File: config.mk
export PLATFORM = sky130hd
export DESIGN_NAME = user_edge_accel
export DESIGN_NICKNAME = d
export VERILOG_FILES = /design/src/rtl/user_edge_accel.sv
export SDC_FILE = /design/constraint.sdc
export NUM_CORES = 1
export LEC_CHECK = 0
export BUFFER_PORTS_ARGS = -buffer_cell sky130_fd_sc_hd__buf_2
export CAP_MARGIN = 5
export CORE_MARGIN = 2
export CORE_UTILIZATION = 60
export CTS_BUF_LIST = sky130_fd_sc_hd__clkbuf_2 sky130_fd_sc_hd__clkbuf_4 sky130_fd_sc_hd__clkbuf_8
export DETAILED_ROUTE_END_ITERATION = 6
export GPL_ROUTABILITY_DRIVEN = 0
export GPL_TIMING_DRIVEN = 1
export HOLD_SLACK_MARGIN = 0.03
export PLACE_DENSITY = 0.88
export SETUP_SLACK_MARGIN = 0.4
export SLEW_MARGIN = 0
export SYNTH_ARGS = -nofsm -noshare
export SYNTH_HDL_FRONTEND = slang
export SYNTH_HIERARCHICAL = 1
export SYNTH_SLANG_ARGS = --single-unit
File: constraint.sdc
create_clock -name clk_i -period 8.5 [get_ports clk_i]
set_clock_uncertainty 0.1 [all_clocks]
set_input_delay 0.85 -clock clk_i [delete_from_list [all_inputs] [get_ports clk_i]]
set_output_delay 0.85 -clock clk_i [all_outputs]
set_load 0.1 [all_outputs]
File: src/rtl/user_edge_accel.sv
// user_edge_accel: OBI edge-detection accelerator for packed 8-bit pixels.
// Latency: 1-cycle OBI response; DATA_IN write to result visible ~7 cycles with an idle FSM.
// Backpressure: always grants; full input FIFO errors the write, full output FIFO stalls the FSM in PUSH.
//
// Ports: clk_i/rst_ni (async active-low), OBI subordinate req_i/gnt_o/addr_i/we_i/be_i/wdata_i/aid_i,
//        rvalid_o/rdata_o/rid_o/err_o; irq_o only when USER_EDGE_ACCEL_IRQ_EN is defined.
// Register map (addr_i[11:2]): 0 CTRL, 1 STATUS, 2 THRESH, 3 DATA_IN, 4 DATA_OUT, 5 EDGE_CNT.
// Optional feature macro: USER_EDGE_ACCEL_IRQ_EN (level irq_o = CTRL.IE & ~OUT_EMPTY, registered).

// user_edge_accel_fifo: generic synchronous FIFO with flush.
// Latency: push visible at the head the cycle after the write edge.
// Backpressure: caller must check full/empty; pushes when full and pops when empty are ignored.
module user_edge_accel_fifo #(
  parameter int unsigned Width = 32,
  parameter int unsigned Depth = 4
) (
  input  logic             clk_i,
  input  logic             rst_ni,
  input  logic             flush,
  input  logic             push_vld,
  input  logic [Width-1:0] push_dat,
  input  logic             pop_rdy,
  output logic [Width-1:0] head_dat,
  output logic             full,
  output logic             empty
);
  localparam int unsigned Aw = (Depth > 1) ? $clog2(Depth) : 1;

  // Extra MSB on each pointer distinguishes full from empty when the indices match.
  logic [Aw:0]      wr_ptr, rd_ptr;
  logic [Width-1:0] mem [Depth];
  logic             do_push, do_pop;

  assign empty    = (wr_ptr == rd_ptr);
  assign full     = (wr_ptr[Aw] != rd_ptr[Aw]) && (wr_ptr[Aw-1:0] == rd_ptr[Aw-1:0]);
  assign do_push  = push_vld && !full;
  assign do_pop   = pop_rdy && !empty;
  assign head_dat = mem[rd_ptr[Aw-1:0]];

  always_ff @(posedge clk_i or negedge rst_ni) begin
    if (!rst_ni) begin
      wr_ptr <= '0;
      rd_ptr <= '0;
    end else if (flush) begin
      wr_ptr <= '0;
      rd_ptr <= '0;
    end else begin
      if (do_push) wr_ptr <= wr_ptr + 1'b1;
      if (do_pop)  rd_ptr <= rd_ptr + 1'b1;
    end
  end

  always_ff @(posedge clk_i) begin
    if (do_push && !flush) mem[wr_ptr[Aw-1:0]] <= push_dat;
  end
endmodule

// user_edge_accel: top level, register file + pixel FSM between two FIFOs.
// Latency: OBI response 1 cycle after request; a word takes LOAD + 4 pixel + PUSH states.
// Backpressure: gnt_o tied high; FIFO overflow/underflow reported via err_o, FSM stalls on full output.
module user_edge_accel #(
  parameter int unsigned InDepth  = 4,
  parameter int unsigned OutDepth = 4,
  parameter int unsigned IdWidth  = 1
) (
  input  logic               clk_i,
  input  logic               rst_ni,
  input  logic               req_i,
  output logic               gnt_o,
  input  logic [31:0]        addr_i,
  input  logic               we_i,
  input  logic [3:0]         be_i,
  input  logic [31:0]        wdata_i,
  input  logic [IdWidth-1:0] aid_i,
  output logic               rvalid_o,
  output logic [31:0]        rdata_o,
  output logic [IdWidth-1:0] rid_o,
  output logic               err_o
`ifdef USER_EDGE_ACCEL_IRQ_EN
  ,
  output logic               irq_o
`endif
);
  typedef enum logic [2:0] {
    StIdle, StLoad, StPix0, StPix1, StPix2, StPix3, StPush
  } state_t;

  state_t      state_q, state_d;
  logic        ctrl_en;
  logic        ctrl_ie;
  logic [7:0]  thresh_q;
  logic [15:0] edge_cnt;
  logic [31:0] word_q;
  logic [7:0]  prev_q;
  logic        prev_vld;
  logic [3:0]  flags_q, flags_d;

  // Bus-side decode results
  logic        clear, ctrl_wr, thresh_wr, in_push, out_pop, rsp_err_d;
  logic [31:0] rsp_dat_d;

  // FSM-side controls
  logic        in_pop, out_push, pix_active;
  logic [1:0]  pix_idx;
  logic [7:0]  pix_sel;
  logic [8:0]  diff, abs_diff;
  logic        edge_hit;

  // FIFO status
  logic        in_full, in_empty, out_full, out_empty;
  logic [31:0] in_head;
  logic [3:0]  out_head;
  logic        busy;

  logic        unused_ok;
  assign unused_ok = ^{be_i, addr_i[31:12], addr_i[1:0]};

  assign gnt_o = 1'b1;
  assign busy  = (state_q != StIdle);

  user_edge_accel_fifo #(.Width(32), .Depth(InDepth)) u_in_fifo (
    .clk_i    (clk_i),
    .rst_ni   (rst_ni),
    .flush    (clear),
    .push_vld (in_push),
    .push_dat (wdata_i),
    .pop_rdy  (in_pop),
    .head_dat (in_head),
    .full     (in_full),
    .empty    (in_empty)
  );

  user_edge_accel_fifo #(.Width(4), .Depth(OutDepth)) u_out_fifo (
    .clk_i    (clk_i),
    .rst_ni   (rst_ni),
    .flush    (clear),
    .push_vld (out_push),
    .push_dat (flags_q),
    .pop_rdy  (out_pop),
    .head_dat (out_head),
    .full     (out_full),
    .empty    (out_empty)
  );

  // Register decode. FIFO full/empty are the pre-edge values, so a same-cycle
  // FSM pop/push never rescues an overflowing write or underflowing read.
  always_comb begin
    rsp_err_d = 1'b0;
    rsp_dat_d = 32'd0;
    in_push   = 1'b0;
    out_pop   = 1'b0;
    clear     = 1'b0;
    ctrl_wr   = 1'b0;
    thresh_wr = 1'b0;
    if (req_i) begin
      case (addr_i[11:2])
        10'd0: begin
          if (we_i) begin
            ctrl_wr = 1'b1;
            clear   = wdata_i[1];
          end else begin
            rsp_dat_d = {29'd0, ctrl_ie, 1'b0, ctrl_en};
          end
        end
        10'd1: if (!we_i) rsp_dat_d = {28'd0, out_full, out_empty, in_full, busy};
        10'd2: begin
          if (we_i) thresh_wr = 1'b1;
          else      rsp_dat_d = {24'd0, thresh_q};
        end
        10'd3: begin
          if (!we_i || in_full) rsp_err_d = 1'b1;
          else                  in_push   = 1'b1;
        end
        10'd4: begin
          if (we_i || out_empty) begin
            rsp_err_d = 1'b1;
          end else begin
            out_pop   = 1'b1;
            rsp_dat_d = {28'd0, out_head};
          end
        end
        10'd5: if (!we_i) rsp_dat_d = {16'd0, edge_cnt};
        default: rsp_err_d = 1'b1;
      endcase
    end
  end

  always_ff @(posedge clk_i or negedge rst_ni) begin
    if (!rst_ni) begin
      rvalid_o <= 1'b0;
      rdata_o  <= 32'd0;
      rid_o    <= '0;
      err_o    <= 1'b0;
    end else begin
      rvalid_o <= req_i;
      rdata_o  <= rsp_dat_d;
      err_o    <= rsp_err_d;
      if (req_i) rid_o <= aid_i;
    end
  end

  always_ff @(posedge clk_i or negedge rst_ni) begin
    if (!rst_ni) begin
      ctrl_en  <= 1'b0;
      thresh_q <= 8'd0;
    end else begin
      if (ctrl_wr)   ctrl_en  <= wdata_i[0];
      if (thresh_wr) thresh_q <= wdata_i[7:0];
    end
  end

`ifdef USER_EDGE_ACCEL_IRQ_EN
  logic irq_q;
  always_ff @(posedge clk_i or negedge rst_ni) begin
    if (!rst_ni) begin
      ctrl_ie <= 1'b0;
      irq_q   <= 1'b0;
    end else begin
      if (ctrl_wr) ctrl_ie <= wdata_i[2];
      irq_q <= ctrl_ie & ~out_empty;
    end
  end
  assign irq_o = irq_q;
`else
  assign ctrl_ie = 1'b0;
`endif

  // Pixel datapath: 9-bit subtraction gives the sign, then fold to magnitude.
  assign diff     = {1'b0, pix_sel} - {1'b0, prev_q};
  assign abs_diff = diff[8] ? (9'd0 - diff) : diff;
  assign edge_hit = prev_vld && (abs_diff > {1'b0, thresh_q});

  always_comb begin
    state_d    = state_q;
    in_pop     = 1'b0;
    out_push   = 1'b0;
    pix_active = 1'b0;
    pix_idx    = 2'd0;
    pix_sel    = 8'd0;
    flags_d    = flags_q;
    case (state_q)
      StIdle: if (ctrl_en && !in_empty) state_d = StLoad;
      StLoad: begin
        in_pop  = 1'b1;
        state_d = StPix0;
      end
      StPix0: begin
        pix_active = 1'b1;
        pix_idx    = 2'd0;
        pix_sel    = word_q[7:0];
        state_d    = StPix1;
      end
      StPix1: begin
        pix_active = 1'b1;
        pix_idx    = 2'd1;
        pix_sel    = word_q[15:8];
        state_d    = StPix2;
      end
      StPix2: begin
        pix_active = 1'b1;
        pix_idx    = 2'd2;
        pix_sel    = word_q[23:16];
        state_d    = StPix3;
      end
      StPix3: begin
        pix_active = 1'b1;
        pix_idx    = 2'd3;
        pix_sel    = word_q[31:24];
        state_d    = StPush;
      end
      StPush: begin
        if (!out_full) begin
          out_push = 1'b1;
          state_d  = StIdle;
        end
      end
      default: state_d = StIdle;
    endcase
    if (pix_active) flags_d[pix_idx] = edge_hit;
    // CLEAR aborts whatever the FSM is doing this cycle.
    if (clear) begin
      state_d    = StIdle;
      in_pop     = 1'b0;
      out_push   = 1'b0;
      pix_active = 1'b0;
    end
  end

  always_ff @(posedge clk_i or negedge rst_ni) begin
    if (!rst_ni) state_q <= StIdle;
    else         state_q <= state_d;
  end

  always_ff @(posedge clk_i or negedge rst_ni) begin
    if (!rst_ni) begin
      word_q   <= 32'd0;
      flags_q  <= 4'd0;
      prev_q   <= 8'd0;
      prev_vld <= 1'b0;
      edge_cnt <= 16'd0;
    end else if (clear) begin
      prev_vld <= 1'b0;
      edge_cnt <= 16'd0;
    end else begin
      if (in_pop) word_q <= in_head;
      flags_q <= flags_d;
      if (pix_active) begin
        prev_q   <= pix_sel;
        prev_vld <= 1'b1;
        if (edge_hit && (edge_cnt != 16'hFFFF)) edge_cnt <= edge_cnt + 1'b1;
      end
    end
  end
endmodule

[After elaboration in Yosys (flattened, before gate mapping)]
Memories as Yosys holds them, arrays and structs flattened. A register that Yosys moved wholly into a read port is not among the register bits.
Cells that the tools add are included.
Storage, ports and cells
  memory bits (writable): 144
  memories kept: 2
  word-level logic and storage cells: 144
  input bits: 73
  register bits after elaboration: 88
  output and inout port bits: 36
Memory list
  u_in_fifo.mem: depth 4, width 32, rd ports 1, clocked after Yosys merged registers in 1, write ports 1, line 31  | logic [Width-1:0] mem [Depth];
  u_out_fifo.mem: depth 4, width 4, rd ports 1, clocked after Yosys merged registers in 0, write ports 1, line 31
Cells by class
  bitwise operators: 1
  add/subtract/negate cells: 7
  muxes and demuxes: 59
  reductions and logical operators: 37
  $lt $le $gt $ge: 3
  equal/unequal tests: 20
Operators with widths (number)
  $mux 16: 5
  $pmux 16 s5: 1
  $mux 3: 11
  $mux 1: 32
  $pmux 8 s4: 1
  $pmux 3 s7: 1
  $eq 10x2->1 const B: 2
  $eq 10x3->1 const B: 2
  $add 16x1->16 const B: 1
  $ne 16x16->1 const B: 1
  $add 3x1->3 const B: 4
  $logic_and 1x1->1: 12
  $reduce_bool 2->1: 6
  $eq 10x1->1 const B: 1
  $logic_not 10->1: 1
  $reduce_and 2->1: 5
  $eq 3x3->1 const B: 3
  $gt 9x8->1: 1
  $mux 9: 1
  $sub 1x9->9 const A: 1
  $sub 8x8->9: 1
  $mux 4: 2
  $mux 8: 1
  $reduce_or 4->1: 2
  other kinds (17): 29

[Longest topological paths before layout]
Gate-level depths: netlist of the first run.
  depth after elaboration: 11
  gate-level depth with buffers: 22

[Hierarchy]
The synthesis of the first run kept the hierarchy.
Modules (own cells, without submodules)
  user_edge_accel_fifo at u_in_fifo: area each 5251.3 um^2, times used 1, seq. area each 3993.8 um^2, cells each 237
  user_edge_accel: area each 5132.4 um^2, times used 1, seq. area each 2302.2 um^2, cells each 500
  user_edge_accel_fifo at u_out_fifo: area each 1161.1 um^2, times used 1, seq. area each 630.6 um^2, cells each 89

[Least setup slack after synthesis of the first run]
OpenSTA, ideal clock, no wires.
  path kind: reg2reg
  start point: register state_q[1]
  end point: register edge_cnt[8]
  stages on the path, launching flop included: 22
  period minus slack after synthesis: 4.703 ns
  path buffers: 2
  setup slack: 3.797 ns
  data arrival time: 4.525 ns
  cell sequence: dfrtp_1 -> inv_1 -> ha_1 -> clkbuf_1 -> or2_2 -> ha_1 -> inv_1 -> fa_1 -> a21o_1 -> a221oi_2 -> o21ai_2 -> mux2_2 -> ha_1 -> nor2b_1 -> o21ai_0 -> a21o_1 -> a211oi_1 -> a31o_4 -> buf_8 -> nand4_4 -> or3_1 -> a21oi_1
On the way
  word-level cells in the longest chain between the ends: 10
Ends and longest elaborated chain
  from (decl): line 88  | state_t state_q, state_d;
  from (signal assigned): line 290  | if (!rst_ni) state_q <= StIdle;
  from (signal assigned): line 291  | else state_q <= state_d;
  $eq 3x3->1 / $eq 3x2->1 (equally long branches): line 241  | case (state_q)
  $pmux 8 s4: line 241
  $sub 8x8->9: line 229  | assign diff = {1'b0, pix_sel} - {1'b0, prev_q};
  $sub 1x9->9: line 230  | assign abs_diff = diff[8] ? (9'd0 - diff) : diff;
  $mux 9: line 230
  $gt 9x8->1: line 231  | assign edge_hit = prev_vld && (abs_diff > {1'b0, thresh_q});
  $logic_and 1x1->1: line 231
  $logic_and 1x1->1: line 310  | if (edge_hit && (edge_cnt != 16'hFFFF)) edge_cnt <= edge_cnt + 1'b1;
  $reduce_bool 2->1 (no line)
  $reduce_and 2->1 (no line) *
  to (signal assigned): line 310
  to (decl): line 92  | logic [15:0] edge_cnt;
Every way passes the cells marked *; elsewhere a longest branch is shown, timed or not.
A chain may end at the register's enable or synchronous reset.

[Final worst setup path of the first run]
  start point: register state_q[0]
  end point: register edge_cnt[13]
Same word-level chain as after synthesis.

==> impl_summary.md, run 1 <==
Setup path
The worst setup path is captured at a flop. The data arrival time at the worst-slack endpoint is 5.99 ns. Along the worst path, the maximum fanout reaches 23. The category of the worst setup path launch point is a flop. The setup path with the least slack is of type reg2reg. At the worst endpoint, the required time is 8.84 ns. The worst register-to-register path has a setup slack of 2.85 ns.

Synthesis
After synthesis, flip-flops and latches occupy 60.0% of the total area. The netlist area before placement is 11500 um^2. The most used flip-flop cell after synthesis is edfxtp_1.

The cell count after synthesis came out at 826. The number of flops mapped to enable cells by yosys is 144. After synthesis the netlist holds a flip-flop and latch count of 248. The number of library cell types mapped by synthesis is 71. The Yosys step of the flow raised 6 warnings. Of all flip-flops after synthesis, the portion carrying an async set or reset was 41.9%. In this run the mean area of a mapped cell was 14.0 um^2.

STA
For the final routed database, the setup TNS stands at 0 ns. The total count of hold-check failures in the final report was 0. The post-route clock period utilization is 66.5%.

The transition time at the pin with the least slew margin is 0.968 ns. Setup repair after global routing left no endpoint under its margin. The total setup violations reported at the end of the flow is 0. The post-route minimum period is 5.65 ns.

Headroom to the max-slew limit came out at 35.3%. The number of pins exceeding their max-slew limit in the final report was 0. Derived from the worst setup path, the maximum achievable clock frequency is 177 MHz.

The smallest setup slack after layout is 2.85 ns.

Place
The number of port buffers is 65. The worst-case setup slack after placement is 2.92 ns. Once detailed placement completed, the half-perimeter wirelength came to 14900 um.

In this run, placement finished with an instance count of 1100.

Run
The max-capacitance violation count is 0.

Drt
Using the TritonRoute via totals, the vias-per-cell ratio works out to 6.11. The number of nets with antenna violations after routing is 0. The length of the first detailed-routing pass in iterations is 5. The violation count after the first detailed-route iteration is 685. The total via count after detailed routing is 7177.

The final layout contains routed wiring with a total length of 23100 um. In the final routed layout, each cell accounts on average for 19.7 um. The number of DRC violations after detailed routing is 0.

Clock tree
TritonCTS built the clock tree. The CTS clock-pin slew for the worst setup and hold paths is 0.06 ns. In this run the post-CTS setup repair buffer count came out at 0. The total clock sinks is 248.

The number of gates resized after CTS was 0. The number of hold-repair buffers added at the cts stage is 0. The later pin in the worst-skew pair is clocked with a latency of 0.55 ns. The TritonCTS buffer count is 40. The CTS root buffer is clkbuf_8. The maximum clock path buffer count is 3. In this run the number of H-tree levels came out at 2.

Global routing
Entering global routing, the biggest net connects 55 pins. The global-route total usage across every layer is 23.7%. Global routing finished with a remaining overflow of 0. The number of antenna violations at the first check in global routing was 0. The number of global-route vias before repair is 7382. The global-route wire length before repair is 37300 um.

Die
The height of the die is 143 um. In this run the standard cell core region covers 18800 um^2. The initial utilization of the core area, before any placement, comes to 61.5%. In this run the count of I/O pins placed on the die edge is 109. The initialized floorplan defines 50 standard-cell rows. The die width is 143 um. The die covers 20400 um^2.

Power
The total power density per cell area is 326 nW/um^2. The final total power is 4.17 mW. The leakage power of the design is 5.08 nW. VDD sags by at most 0.184 mV.

Finish
The final layout net count is 1013. The library cell used most frequently in the layout, excluding fill and tap cells, is edfxtp_1. 0 antenna diodes ended up in the layout.

The final core utilization is 68.3%. The share of final-layout standard cells stronger than drive strength 1 is 26.8%. After the flow finishes, the layout carries non-filler instances totaling 1175. In the layout the commonest cells are 144 x edfxtp_1, 103 x dfrtp_1, 64 x buf_2. The layout overhead on the synthesized area is 11.0%.

Outcome
The flow ran to the end, and the final reports show no timing, DRC or antenna violations.

Min path
The tightest min-delay check is of the in2async type.
## layout make-up
cell class | instances | area [um^2]
Sequential cell | 248 | 6930
Fill cell | 1202 | 5950
Multi-Input combinational cell | 511 | 4250
Clock buffer | 62 | 747
Timing Repair Buffer | 76 | 410
Tap cell | 234 | 293
Inverter | 32 | 120
Clock inverter | 12 | 67.6
## kinds of logic after synthesis
family          synth area share (%)
xor+xnor                        2.67
other cells                   0.0651
buf+inv                         3.76
mux                             12.6
simple gates                    10.7
compound gates                  6.85
flops                           60.0
fa+ha+maj                       3.42
## through the flow
stage / hold WS, ns / cell area (um^2)
6_report: 0.237 / 12800
5_1_grt: 0.293 / 12800
4_1_cts: 0.246 / 12800
3_5_place_dp: 0.374 / 12000
3_3_place_gp: 0.366 / 12000
2_1_floorplan: 0.352 / 11600
## layer usage
metal  routed length [um]  vias to the layer above  global-route usage [%]
met3                 1590                       46                    4.86
met5                    0                        -                       0
li1                     -                     3255                       -
met2                11600                      291                    40.4
met1                 9340                     3585                    30.2
met4                  558                        0                    8.81
## power breakdown
group	switching [mW]	internal (mW)
logic	0.884	0.703
registers	0.147	1.43
clock network	0.449	0.562
total	1.48	2.69
## state kept, by name, indices dropped and copies added, names as in the netlist
register,count
flags_q,4
thresh_q,8
err_o,1
state_q,3
u_in_fifo/rd_ptr,3
rdata_o,16
u_in_fifo/mem,128
prev_vld,1
ctrl_en,1
rid_o,1
u_out_fifo/rd_ptr,3
u_out_fifo/mem,16
edge_cnt,16
word_q,32
u_in_fifo/wr_ptr,3
u_out_fifo/wr_ptr,3
prev_q,8
rvalid_o,1
## final timing paths
path,from,endpoint,cells past startpoint
max,state_q[0],edge_cnt[13],19
max in group asynchronous,rst_ni,u_in_fifo/rd_ptr[0],2
min reg2reg,word_q[26],word_q[26],1
min in group clk_i,word_q[26],word_q[26],1
min,rst_ni,edge_cnt[1],1
max reg2reg,state_q[0],edge_cnt[13],19
## critical path, cell delays in order (launching register included)
cell and delay, ns:
dfrtp_1 0.93, mux2_2 0.43, a22oi_1 0.24, or2_2 0.16, ha_1 0.18, inv_1 0.06
fa_1 0.41, a21o_1 0.20, a221oi_2 0.33, o21ai_2 0.20, mux2_2 0.31, ha_1 0.29
nor2b_1 0.13, o21ai_0 0.10, a21o_1 0.18, a211oi_1 0.28, a31o_4 0.25, nand4_2 0.20
or3_1 0.37, a21oi_1 0.17
## synth_stat cells, types with 3 or more instances
library cell | instances | area [um^2]
buf_4 | 21 | 158
nor2b_1 | 15 | 93.8
edfxtp_1 | 144 | 4320
a211oi_1 | 3 | 22.5
a21o_1 | 4 | 30.0
o211ai_1 | 5 | 37.5
and2_1 | 11 | 68.8
a222oi_1 | 4 | 40.0
mux2_2 | 51 | 574
dfrtp_1 | 104 | 2600
a221oi_1 | 3 | 26.3
inv_1 | 32 | 120
nand2_1 | 30 | 113
o21ai_0 | 24 | 120
buf_6 | 4 | 45.0
xor2_1 | 12 | 105
xnor2_1 | 12 | 105
nand4_1 | 16 | 100
ha_1 | 30 | 375
xor2_2 | 3 | 48.8
a22oi_1 | 15 | 113
a31oi_1 | 5 | 31.3
nor3_1 | 12 | 60.1
nand3_1 | 17 | 85.1
mux4_2 | 36 | 811
and3_1 | 20 | 125
nor3b_1 | 7 | 52.6
a21oi_1 | 32 | 160
nor2_1 | 56 | 210
xnor2_2 | 3 | 48.8
mux2_1 | 5 | 56.3
nand2b_1 | 5 | 31.3
or3_1 | 9 | 56.3
clkbuf_1 | 17 | 63.8
nor4_1 | 9 | 56.3
buf_2 | 5 | 25.0
Note: power is estimated with default switching activity, not from simulation.
==> run 2: changes to the inputs <==
ABC_AREA = 1   (was default)
CORE_UTILIZATION = 56   (was 60)
PLACE_DENSITY = 0.86   (was 0.88)
clock period = 4.8 ns   (was 8.5 ns; I/O delays follow)
==> impl_summary.md, run 2 <==
Synthesis
After synthesis the cells add up to 11800 um^2. The synthesized area per cell is 9.89 um^2. Counting instances in the post-synthesis netlist gives the leading cell types as 248 x nand2_1, 144 x edfxtp_1, 131 x inv_1. For this run, the leading register cell type out of synthesis is edfxtp_1. The post-synthesis sequential area ratio is 58.6%. The biggest area contributor in the post-synthesis netlist is edfxtp_1.

Synthesis produced a netlist whose cell count is 1195. After synthesis, the cell types taking the most area are edfxtp_1 37%, dfrtp_1 22%, nand2_1 7.9%. During synthesis, Yosys emitted a total of 6 warnings. The number of library cell types mapped by synthesis is 49. In this run, synthesis inferred 144 flip-flops with an integrated enable. The most used standard cell by instance count after synthesis is nand2_1. The proportion of synthesized flip-flops having asynchronous set or reset is 41.9%.

The register bit count reported by yosys is 248. The portion of synthesized cell area occupied by the leading cell type is 36.6%.

Global routing
Entering global routing, the biggest net connects 68 pins. The first global-routing pass estimated 39900 um of wire. Summed over all layers, the global routing overflow is 0. The number of antenna violations at the first check in global routing is 0.

Global routing consumed, over all layers together, 22.4% of the routing resources. The number of global-route vias before repair was 8370.

Setup path
The number of cells traversed by the worst register-to-register path is 31. The most prevalent standard cell on the critical path is nand2_1. For the worst setup path, the data arrival time is 4.66 ns. By startpoint and endpoint, the worst setup path is classified as reg2reg.

Setup slack on the worst reg-to-reg path comes out at 0.51 ns. The delay of the slowest cell on the worst path is 0.51 ns. The category of the worst setup path launch point is a flop. The startpoint of the most critical register-to-register path is state_q[1]. STA classifies the critical path endpoint as a flop.

For this design, the slowest cell found on the critical path is fa_2. The worst flop-to-flop path endpoint is edge_cnt[12]. The critical path launch point is state_q[1]. For the worst setup path, the data required time is 5.18 ns.

Of all nets on the critical path, the largest fanout is 8. The critical path capture point is edge_cnt[12].

Die
The total die area is 22300 um^2. The die is 149 um wide. The number of standard-cell rows in the floorplan is 53.

In this run the standard cell core region covers 20900 um^2. The starting utilization of the core area is 56.6%. From bottom edge to top edge, the die measures 149 um. The count of boundary I/O pins is 109.

Finish
The register with the most flip-flops in the layout has 128 of them. The final layout net count is 1387. The total of fill cells in the finished design is 1564. The post-route netlist has 17.6% of its cells at a drive strength greater than 1. The layout overhead on the synthesized area is 13.1%. Leaving out fill and tap cells, the most frequent cell in the layout is nand2_1. The top cell types in the final layout, fill and taps aside, are 244 x nand2_1, 144 x edfxtp_1, 124 x inv_1. The count of inserted antenna diode cells is 0.

Drt
The pre-antenna-repair detailed-routing pass consisted of 6 iterations. In the routed layout, each cell is associated on average with a via count of 5.48. The violation count after the first detailed-route iteration is 805. The routed wire length is 24800 um. The total via count after detailed routing is 8698. Once detail routing completed, the nets flagged for antenna violations numbered 0. The average routed wire per standard cell is 15.7 um. The number of DRC violations after detailed routing is 0.

STA
The transition time at the pin with the least slew margin is 1.21 ns. The worst path needs 4.29 ns of the cycle, external delays included. Setup violations remaining at the end of the flow were counted as 0. The worst-case headroom to the max-slew limit is 18.7%.

The setup total negative slack is 0 ns. Setup repair after global routing left no endpoint under its margin. The achievable clock frequency is 233 MHz. The total count of hold-check failures in the final report came to 0. The worst hold slack after final layout is 0.0526 ns. Of the available clock period, the critical path in the final layout requires 89.4%.

The number of pins exceeding their max-slew limit in the final report is 0.

Clock tree
After clock tree synthesis, the clock-pin slew on the worst setup and hold paths is 0.06 ns. For the worst-skew pair, the clock arrives at the later sink with an insertion delay of 0.54 ns. The tree built by TritonCTS fans out to 248 sinks.

The CTS tree is done. In this run the clock root is driven by a clkbuf_8. Counting the buffers created by CTS gives 39. The H-tree generated during clock tree synthesis spans 2 levels.

The clock passes through at most 3 buffers.

Place
The HPWL after detailed placement is 15600 um. The count of buffers added on input and output ports is 65.

Power
The analysis attributes to cell leakage a power of 5.84 nW. Dividing total power by cell area gives a power density of 670 nW/um^2. The worst voltage drop across the vdd grid is 0.563 mV.

Min path
The class of the worst hold path is in2reg.

Outcome
The flow ran to the end, and the final reports show no timing, DRC or antenna violations.

Run
The max-capacitance violation count is 0.
run 2: cell families after synthesis:
family / after synthesis / share of synthesized area (%)
AOI/OAI and AO/OA: 183 / 8.64
xor gates and xnor gates: 25 / 2.07
adders and majority gates: 31 / 3.34
buffers and inverters: 192 / 7.22
DFF: 248 / 58.6
muxes: 7 / 0.667
other: 2 / 0.0635
and+or+nand+nor: 507 / 19.4
run 2: what timing repair did:
item                       4_1_cts  5_1_grt
gates cloned                     3        1
hold buffers                     2        0
setup endpoints to repair       16       20
buffers inserted                 0        3
hold endpoints to repair        67        0
gates resized for setup          8       31
pin swaps                        2        9
run 2: worst max-delay path: cells and delay by family, from the launching register on:
family | cells | cell delay [ns]
compound gates | 3 | 0.45
xor+xnor | 1 | 0.15
fa+ha+maj | 4 | 1.14
buf+inv | 6 | 0.52
flops | 1 | 0.45
simple gates | 17 | 1.41
run 2: layout make-up:
type	instances	area [um^2]	area share, %
Multi-Input combinational cell	773	4270	31.9
Inverter	138	518	3.88
Clock inverter	15	150	1.12
Clock buffer	54	674	5.05
Timing Repair Buffer	83	482	3.60
Sequential cell	248	6930	51.8
Tap cell	275	344	2.57
run 2: report_power, final:
part | total, mW | switching [mW] | internal [mW]
Clock | 1.86 | 0.784 | 1.07
Combinational | 4.42 | 2.92 | 1.50
Sequential | 2.69 | 0.169 | 2.52
run 2: worst min-delay path by stage:
stage	from	to	slack, ns	depth (start not counted)
after floorplan	rst_ni	ctrl_en	0.08	0
after global placement	rid_o	rid_o	0.35	2
after detailed placement	rid_o	rid_o	0.36	2
after CTS	wdata_i[30]	u_in_fifo/mem[0][30]	0.03	1
after global routing	wdata_i[31]	u_in_fifo/mem[1][31]	0.04	1
final	aid_i	rid_o	0.05	3
run 2: metal layers:
| layer | up-vias | GRT usage (%) | share of wire (%) |
|---|---|---|---|
| li1 | 4175 | - | - |
| met1 | 4105 | 28.8 | 41 |
| met2 | 364 | 38.5 | 50 |
| met3 | 54 | 3.85 | 7.0 |
| met4 | 0 | 7.81 | 2.0 |
| met5 | - | 0 | 0 |
run 2: per-stage QoR:
step	power (mW)	area [um^2]	worst slack (ns)	util (%)	instances
after floorplan	5.71	11900	0.718	-	1210
after global placement	6.27	12300	0.375	59.0	1508
after detailed placement	6.42	12300	0.293	59.0	1508
after CTS	8.58	13200	0.421	63.3	1582
after global routing	9.55	13400	0.347	64.0	1586
final	8.96	13400	0.511	64.0	1586
